==> src/rtl/uart_rx.sv <==
// 8N1 serial receiver: the start edge is found on the synchronized line, and each bit is
// sampled at mid-bit. Received bytes go out through a one-entry valid/ready register.
module uart_rx #(
    parameter int CLK_HZ    = 65_000_000,
    parameter int BAUD_RATE = 9600,
    parameter int DIVISOR   = 6771,
    parameter int PKT_LEN   = 8
) (
    input  logic       clk_in,
    input  logic       rst_n_in,
    input  logic       rx_in,
    input  logic       ready_in,
    output logic [7:0] data_out,
    output logic       valid_out,
    output logic       frame_err_out,
    output logic       overrun_out,
    output logic       busy_out
);
    // An out-of-range DIVISOR falls back to the rate derived from the clock and baud settings.
    localparam int          DIV    = (DIVISOR >= 4) ? DIVISOR : CLK_HZ / BAUD_RATE;
    localparam logic [31:0] RELOAD = 32'(DIV - 1);
    localparam logic [31:0] HALF   = 32'(DIV / 2 - 1);
    localparam logic [3:0]  LAST   = 4'(PKT_LEN - 1);

    localparam logic [2:0] S_IDLE  = 3'd0;
    localparam logic [2:0] S_START = 3'd1;
    localparam logic [2:0] S_DATA  = 3'd2;
    localparam logic [2:0] S_STOP  = 3'd3;
    localparam logic [2:0] S_BREAK = 3'd4;

    logic        rx_meta, rx_s;
    logic [2:0]  state;
    logic [31:0] count;
    logic [3:0]  bit_idx;
    logic [7:0]  shreg;
    logic        tick, done_ok, done_bad;

    assign tick     = (state == S_START || state == S_DATA || state == S_STOP) && count == 32'd0;
    assign done_ok  = state == S_STOP && tick && rx_s;
    assign done_bad = state == S_STOP && tick && !rx_s;
    assign busy_out = state != S_IDLE;

    always_ff @(posedge clk_in or negedge rst_n_in) begin
        if (!rst_n_in) begin
            rx_meta <= 1'b1;
            rx_s    <= 1'b1;
        end else begin
            rx_meta <= rx_in;
            rx_s    <= rx_meta;
        end
    end

    always_ff @(posedge clk_in or negedge rst_n_in) begin
        if (!rst_n_in) begin
            state   <= S_IDLE;
            count   <= '0;
            bit_idx <= '0;
            shreg   <= '0;
        end else begin
            if (tick)
                count <= RELOAD;
            else if (count != 32'd0)
                count <= count - 32'd1;
            case (state)
                S_IDLE: if (!rx_s) begin
                    // First sample lands half a bit in, so every later tick is mid-bit.
                    count <= HALF;
                    shreg <= '0;
                    state <= S_START;
                end
                S_START: if (tick) begin
                    bit_idx <= '0;
                    state   <= rx_s ? S_IDLE : S_DATA;
                end
                S_DATA: if (tick) begin
                    shreg[bit_idx[2:0]] <= rx_s;
                    bit_idx             <= bit_idx + 4'd1;
                    if (bit_idx == LAST)
                        state <= S_STOP;
                end
                S_STOP:  if (tick) state <= rx_s ? S_IDLE : S_BREAK;
                S_BREAK: if (rx_s) state <= S_IDLE;
                default: state <= S_IDLE;
            endcase
        end
    end

    // Holding register: a completion with a consumer in the same cycle replaces the old byte.
    always_ff @(posedge clk_in or negedge rst_n_in) begin
        if (!rst_n_in) begin
            data_out      <= '0;
            valid_out     <= 1'b0;
            frame_err_out <= 1'b0;
            overrun_out   <= 1'b0;
        end else begin
            frame_err_out <= done_bad;
            overrun_out   <= 1'b0;
            if (done_ok) begin
                if (valid_out && !ready_in) begin
                    overrun_out <= 1'b1;
                end else begin
                    data_out  <= shreg;
                    valid_out <= 1'b1;
                end
            end else if (valid_out && ready_in) begin
                valid_out <= 1'b0;
            end
        end
    end
endmodule

==> config.mk <==
export PLATFORM = sky130hd
export DESIGN_NAME = uart_rx
export DESIGN_NICKNAME = d
export VERILOG_FILES = /design/src/rtl/uart_rx.sv
export SDC_FILE = /design/constraint.sdc
export NUM_CORES = 1
export LEC_CHECK = 0
export ABC_AREA = 1
export ABC_CLOCK_PERIOD_IN_PS = 2200
export CAP_MARGIN = 0
export CORE_MARGIN = 5
export CORE_UTILIZATION = 55
export DETAILED_ROUTE_END_ITERATION = 12
export PLACE_DENSITY = 0.74
export SLEW_MARGIN = 20
export SYNTH_ARGS = -nofsm -noshare
export SYNTH_HDL_FRONTEND = slang
export SYNTH_SLANG_ARGS = --single-unit
==> constraint.sdc <==
create_clock -name clk_in -period 2.2 [get_ports clk_in]
set_input_delay 0.33 -clock clk_in [delete_from_list [all_inputs] [get_ports clk_in]]
set_output_delay 0.33 -clock clk_in [all_outputs]
set_load 0.05 [all_outputs]
# After elaboration in Yosys (flattened, before gate mapping)
# Cells that the tools add are included.
[totals]
ff_bits = 60
input_bits = 4
out_inout_bits = 12
wordCells = 77
[op_classes]
addsub = 2
n_lt_le_gt_ge = 2
n_eq_ne = 12
n_mux = 27
n_bitwise = 1
reduce_logical = 23
[ops]
columns = ["operator", "n"]
rows = [
  ["32-bit two-way mux", 4],
  ["32-bit logical NOT", 1],
  ["32-bit nonzero test", 1],
  ["32-bit by 1-bit subtractor with 32-bit output, second input constant", 1],
  ["3-bit two-way mux", 7],
  ["8-bit two-way mux", 2],
  ["8-bit one-hot mux with 2 select lines", 1],
  ["3-bit one-hot mux with 5 select lines", 1],
  ["2-bit inequality test, second input constant", 6],
  ["8-bit bitwise mux", 1],
  ["4-bit two-way mux", 2],
  ["4-bit one-hot mux with 2 select lines", 1],
  ["1-bit logical AND", 7],
  ["3-bit by 2-bit equality test with 1-bit output, second input constant", 2],
  ["1-bit two-way mux", 6],
  ["3-bit AND reduction", 2],
  ["6-bit AND reduction", 1],
  ["2-bit nonzero test", 3],
  ["4-bit by 1-bit adder with 4-bit output, second input constant", 1],
  ["4-bit by 3-bit equality test with 1-bit output, second input constant", 1],
  ["3-bit by 4-bit less-than comparator with 1-bit output, second input constant", 1],
  ["2-bit AND reduction", 2],
  ["1-bit demux with 3-bit select", 1],
  ["3-bit by 1-bit equality test with 1-bit output, second input constant", 1],
  ["other kinds (9)", 11],
]

# Longest topological paths before layout
[depth]
word_depth = 8
mapped_depth = 12
ltp_nobuf = 11

# Worst setup path before layout
# OpenSTA, ideal clock, no wires.
[synth_timing]
path_type = "register to register"
from = "register count[0]"
to = "register count[11]"
arrival_ns = 1.596
path_slack_ns = 0.462
path_stages_with_launch = 11
n_path_buf = 1
synth_period_minus_slack_ns = 1.738
path_cell_list = "dfrtp_1 > inv_1 > ha_1 > nand2_2 > nor2_8 > nand2_1 > nor2_4 > inv_2 > buf_6 > nand2_1 > o211ai_1"
[synth_via]
elab_chain_len = 5
word_cells_on_any_way = 8
classes_between = "add/sub: 1; mux: 4; reduce/logical: 3"
[synth_rtl]
columns = ["element", "line", "text"]
rows = [
  ["from (decl)", "33", "logic [31:0] count;"],
  ["from (signal assigned)", "63", "count <= count - 32'd1;"],
  ["32-bit by 1-bit subtractor with 32-bit output, or another cell as far along", "63", ""],
  ["32-bit two-way mux / 1-bit logical AND (equally long branches)", "62, 38", ""],
  ["32-bit two-way mux (*)", "60", "if (tick)"],
  ["32-bit two-way mux", "65", "S_IDLE: if (!rx_s) begin"],
  ["32-bit two-way mux (*)", "64", "case (state)"],
]
# Mark *: on every way between the ends. The rest lies on a longest branch, timed or not.
# A chain may end at the register's enable or synchronous reset.

# Worst setup path after layout
[layout_timing]
from = "register state[0]"
to = "output busy_out"
[layout_via]
elab_chain_len = 1
[layout_rtl]
columns = ["element", "line", "text"]
rows = [
  ["from (decl)", "32", "logic [2:0] state;"],
  ["from (signal assigned)", "73", "state <= rx_s ? S_IDLE : S_DATA;"],
  ["from (signal assigned)", "81", "S_STOP: if (tick) state <= rx_s ? S_IDLE : S_BREAK;"],
  ["3-bit nonzero test", "41", "assign busy_out = state != S_IDLE;"],
  ["to (decl)", "17", "output logic busy_out"],
]
# No other way between the ends.

==> impl_metrics.yaml <==
drt:
  ant_nets: 0
  wirelength_mm: 7.36
  drcViolationCount: 0
  vias: 2858
  via_per_inst: 5.10
  first_pass_iters: 4
  routedWlPerCell_um: 13.1
  first_iter_violations: 185
clocking:
  clkLatencyLatePin_ps: 340
  tritoncts: "yes"
  clock_sinks: 60
  cts.clk_slew.worst_paths_ps: 70
  postCtsSetupBuffers: 0
  cts_max_level: 3
  clock_path_buffers: 2
  root_buffer: "clkbuf_8"
  cts_buffers: 9
yosys:
  ys_seq_elements: 60
  synthCells: 458
  yosysSeqAreaShare: 0.436
  synth_nets: 464
  synth_top_area_share: 0.420
  synth_area_mm2: 0.00345
  yosys.area.top_type: "dfrtp_1"
  ys_warn_count: 0
  syn_avg_cell_area_um2: 7.54
  ys_top_cells_by_area: "dfrtp_1, nand2_1, nor2_1, nand3_1, xnor2_1"
  synth_cell_type_count: 30
power:
  ir_drop_mv: 0.370
  powerDensity_mw_per_mm2: 568
  p_total_w: 0.00221
  leakagePower_nw: 1.98
final_layout:
  mostFrequentLayoutCells: "nand2_1, nor2_1, dfrtp_1, inv_1, nand3_1"
  area_delta_synth_final_pct: 12.5
  stdcell_area_mm2: 0.00388
  antennaDiodeCount: 0
  nets: 487
  drive_above_1_share: 0.113
  mostFrequentLayoutCell: "nand2_1"
timing:
  fin_crit_sh: 0.884
  setup_viol: 0
  slew_headroom: 0.640
  hold_slack_ps: 361
  fmaxAchievable_ghz: 0.514
  worstMarginPinSlew_ps: 538
  finalCriticalPeriod_ps: 1950
  skew_ps: 6.68
  hold_viol_final: 0
  tns_ps: 0
  drv_slew: 0
  grt_setup_unrepaired: "false"
critical_path:
  critPathMaxFanout: 5
  worst_ep_arrival_time_ps: 1620
  crit_chain: "nor2_1 > inv_1 > nor2_1 > inv_1 > buf_4"
  worstReg2RegStart: "count[0]"
  setup.worst_path.class: "reg -> out"
  rr_endpoint: "count[11]"
  cpPeakStageDelay_ps: 410
  worst_r2r_path_depth: 9
  worstPathRequired_ps: 1870
  cp-start-kind: "flip-flop"
  rrSetupSlack_ps: 340
  cp-end-kind: "output port"
  worst-path-buf-inv: 3
  cpMaxStageDelayCell: "dfrtp_1"
  critPathTopFamily: "simple AND/OR/NAND/NOR gates"
floorplan:
  die_y_um: 89.2
  start_util: 0.573
  fp.dieW_um: 89.2
  num_rows: 28
  coreArea_mm2: 0.00603
  ios: 16
  die_area_mm2: 0.00796
placed_design:
  hpwl_mm: 5.41
  place_area_mm2: 0.00367
  gp_congestion: 0.928
  io_buffers: 15
global_routing:
  use_met1: 0.310
  grt_pass1_vias: 2776
  grt_util_all_layers: 0.213
  top_usage_layer: "met1"
  grt_use_met3: 0.0433
  grt_max_degree: 61
  grt_antenna_before_repair: 0
  use_met2: 0.305
  grt_pass1_wl_mm: 12.9
  grt.overflow.total: 0
job:
  drv_cap: 0
min_path:
  min_path_type: "reg -> reg"
  hold_depth: 0
  whs_endpoint: "rx_s"
  min_from: "rx_meta"
status:
  status: "finished, final reports clean"
==> per-stage QoR <==
stage / setup slack, ps / utilization / std cells
floorplan: 462 / - / 458
global placement: 436 / 0.609 / 544
detailed placement: 344 / 0.609 / 544
CTS: 241 / 0.645 / 560
global route: 138 / 0.645 / 560
finish: 254 / 0.645 / 560
==> cell usage after synthesis <==
| cell | count |
|---|---|
| inv_1 | 31 |
| nand2_4 | 4 |
| nor2_2 | 4 |
| o22ai_1 | 1 |
| nand2_1 | 142 |
| nand2_2 | 5 |
| inv_2 | 2 |
| nor2_4 | 3 |
| xnor2_1 | 16 |
| buf_4 | 2 |
| a21oi_1 | 6 |
| buf_6 | 4 |
| nor3_1 | 11 |
| nand3_1 | 30 |
| ha_1 | 2 |
| buf_2 | 2 |
| dfrtp_1 | 58 |
| a22oi_1 | 1 |
| o21ai_2 | 8 |
| nor2_8 | 3 |
| clkbuf_1 | 2 |
| nand3_4 | 1 |
| a31oi_1 | 1 |
| nor2_1 | 94 |
| nand3b_1 | 1 |
| o21ai_1 | 1 |
| dfstp_2 | 2 |
| o21ai_0 | 9 |
| xor2_1 | 9 |
| o211ai_1 | 3 |
==> metal layers <==
metal  part of all wire  vias to the layer above  wire [µm]
li1                   -                     1482          -
met1               0.50                     1313       3680
met2               0.44                       51       3260
met3              0.041                       12        300
met4              0.015                        0        112
met5                  0                        -          0
==> cell type report <==
type / instances / area [µm²]
clock inverter: 6 / 80.1
fill: 515 / 2140
timing repair buffer: 22 / 210
multi-input combinational: 355 / 1750
inverter: 33 / 124
clock buffer: 9 / 124
sequential: 60 / 1500
tap: 75 / 93.8
==> timing repair <==
action                     CTS  global route
hold endpoints to repair    41             0
gates resized for setup      0             0
setup endpoints to repair    0             0
hold buffers                 1             0
==> where the power goes <==
part / internal [W] / switching [W] / total, W
logic: 0.0000109 / 0.0000267 / 0.0000375
registers: 0.00111 / 0.00000187 / 0.00111
clock network: 0.000623 / 0.000437 / 0.00106
==> how the worst max path moves through the flow <==
stage,slack (ps),cells past startpoint,from,to
6_report,250,5,state[0],busy_out
3_3_place_gp,440,10,count[0],count[27]
3_5_place_dp,340,9,count[0],count[11]
5_1_grt,140,5,state[0],busy_out
2_1_floorplan,460,10,count[0],count[11]
4_1_cts,240,5,state[0],busy_out
==> kinds of logic after synthesis <==
logic type / synth area share
simple gates: 0.380
buf+inv: 0.0583
xor+xnor: 0.0634
compound gates: 0.0558
flops: 0.436
fa+ha+maj: 0.00725
==> state kept, by name, indices dropped and copies added (netlist names) <==
signal	cells
count	32
data_out	8
shreg	8
bit_idx	4
state	3
frame_err_out	1
overrun_out	1
rx_meta	1
rx_s	1
valid_out	1
Note: power is estimated with default switching activity, not from simulation.
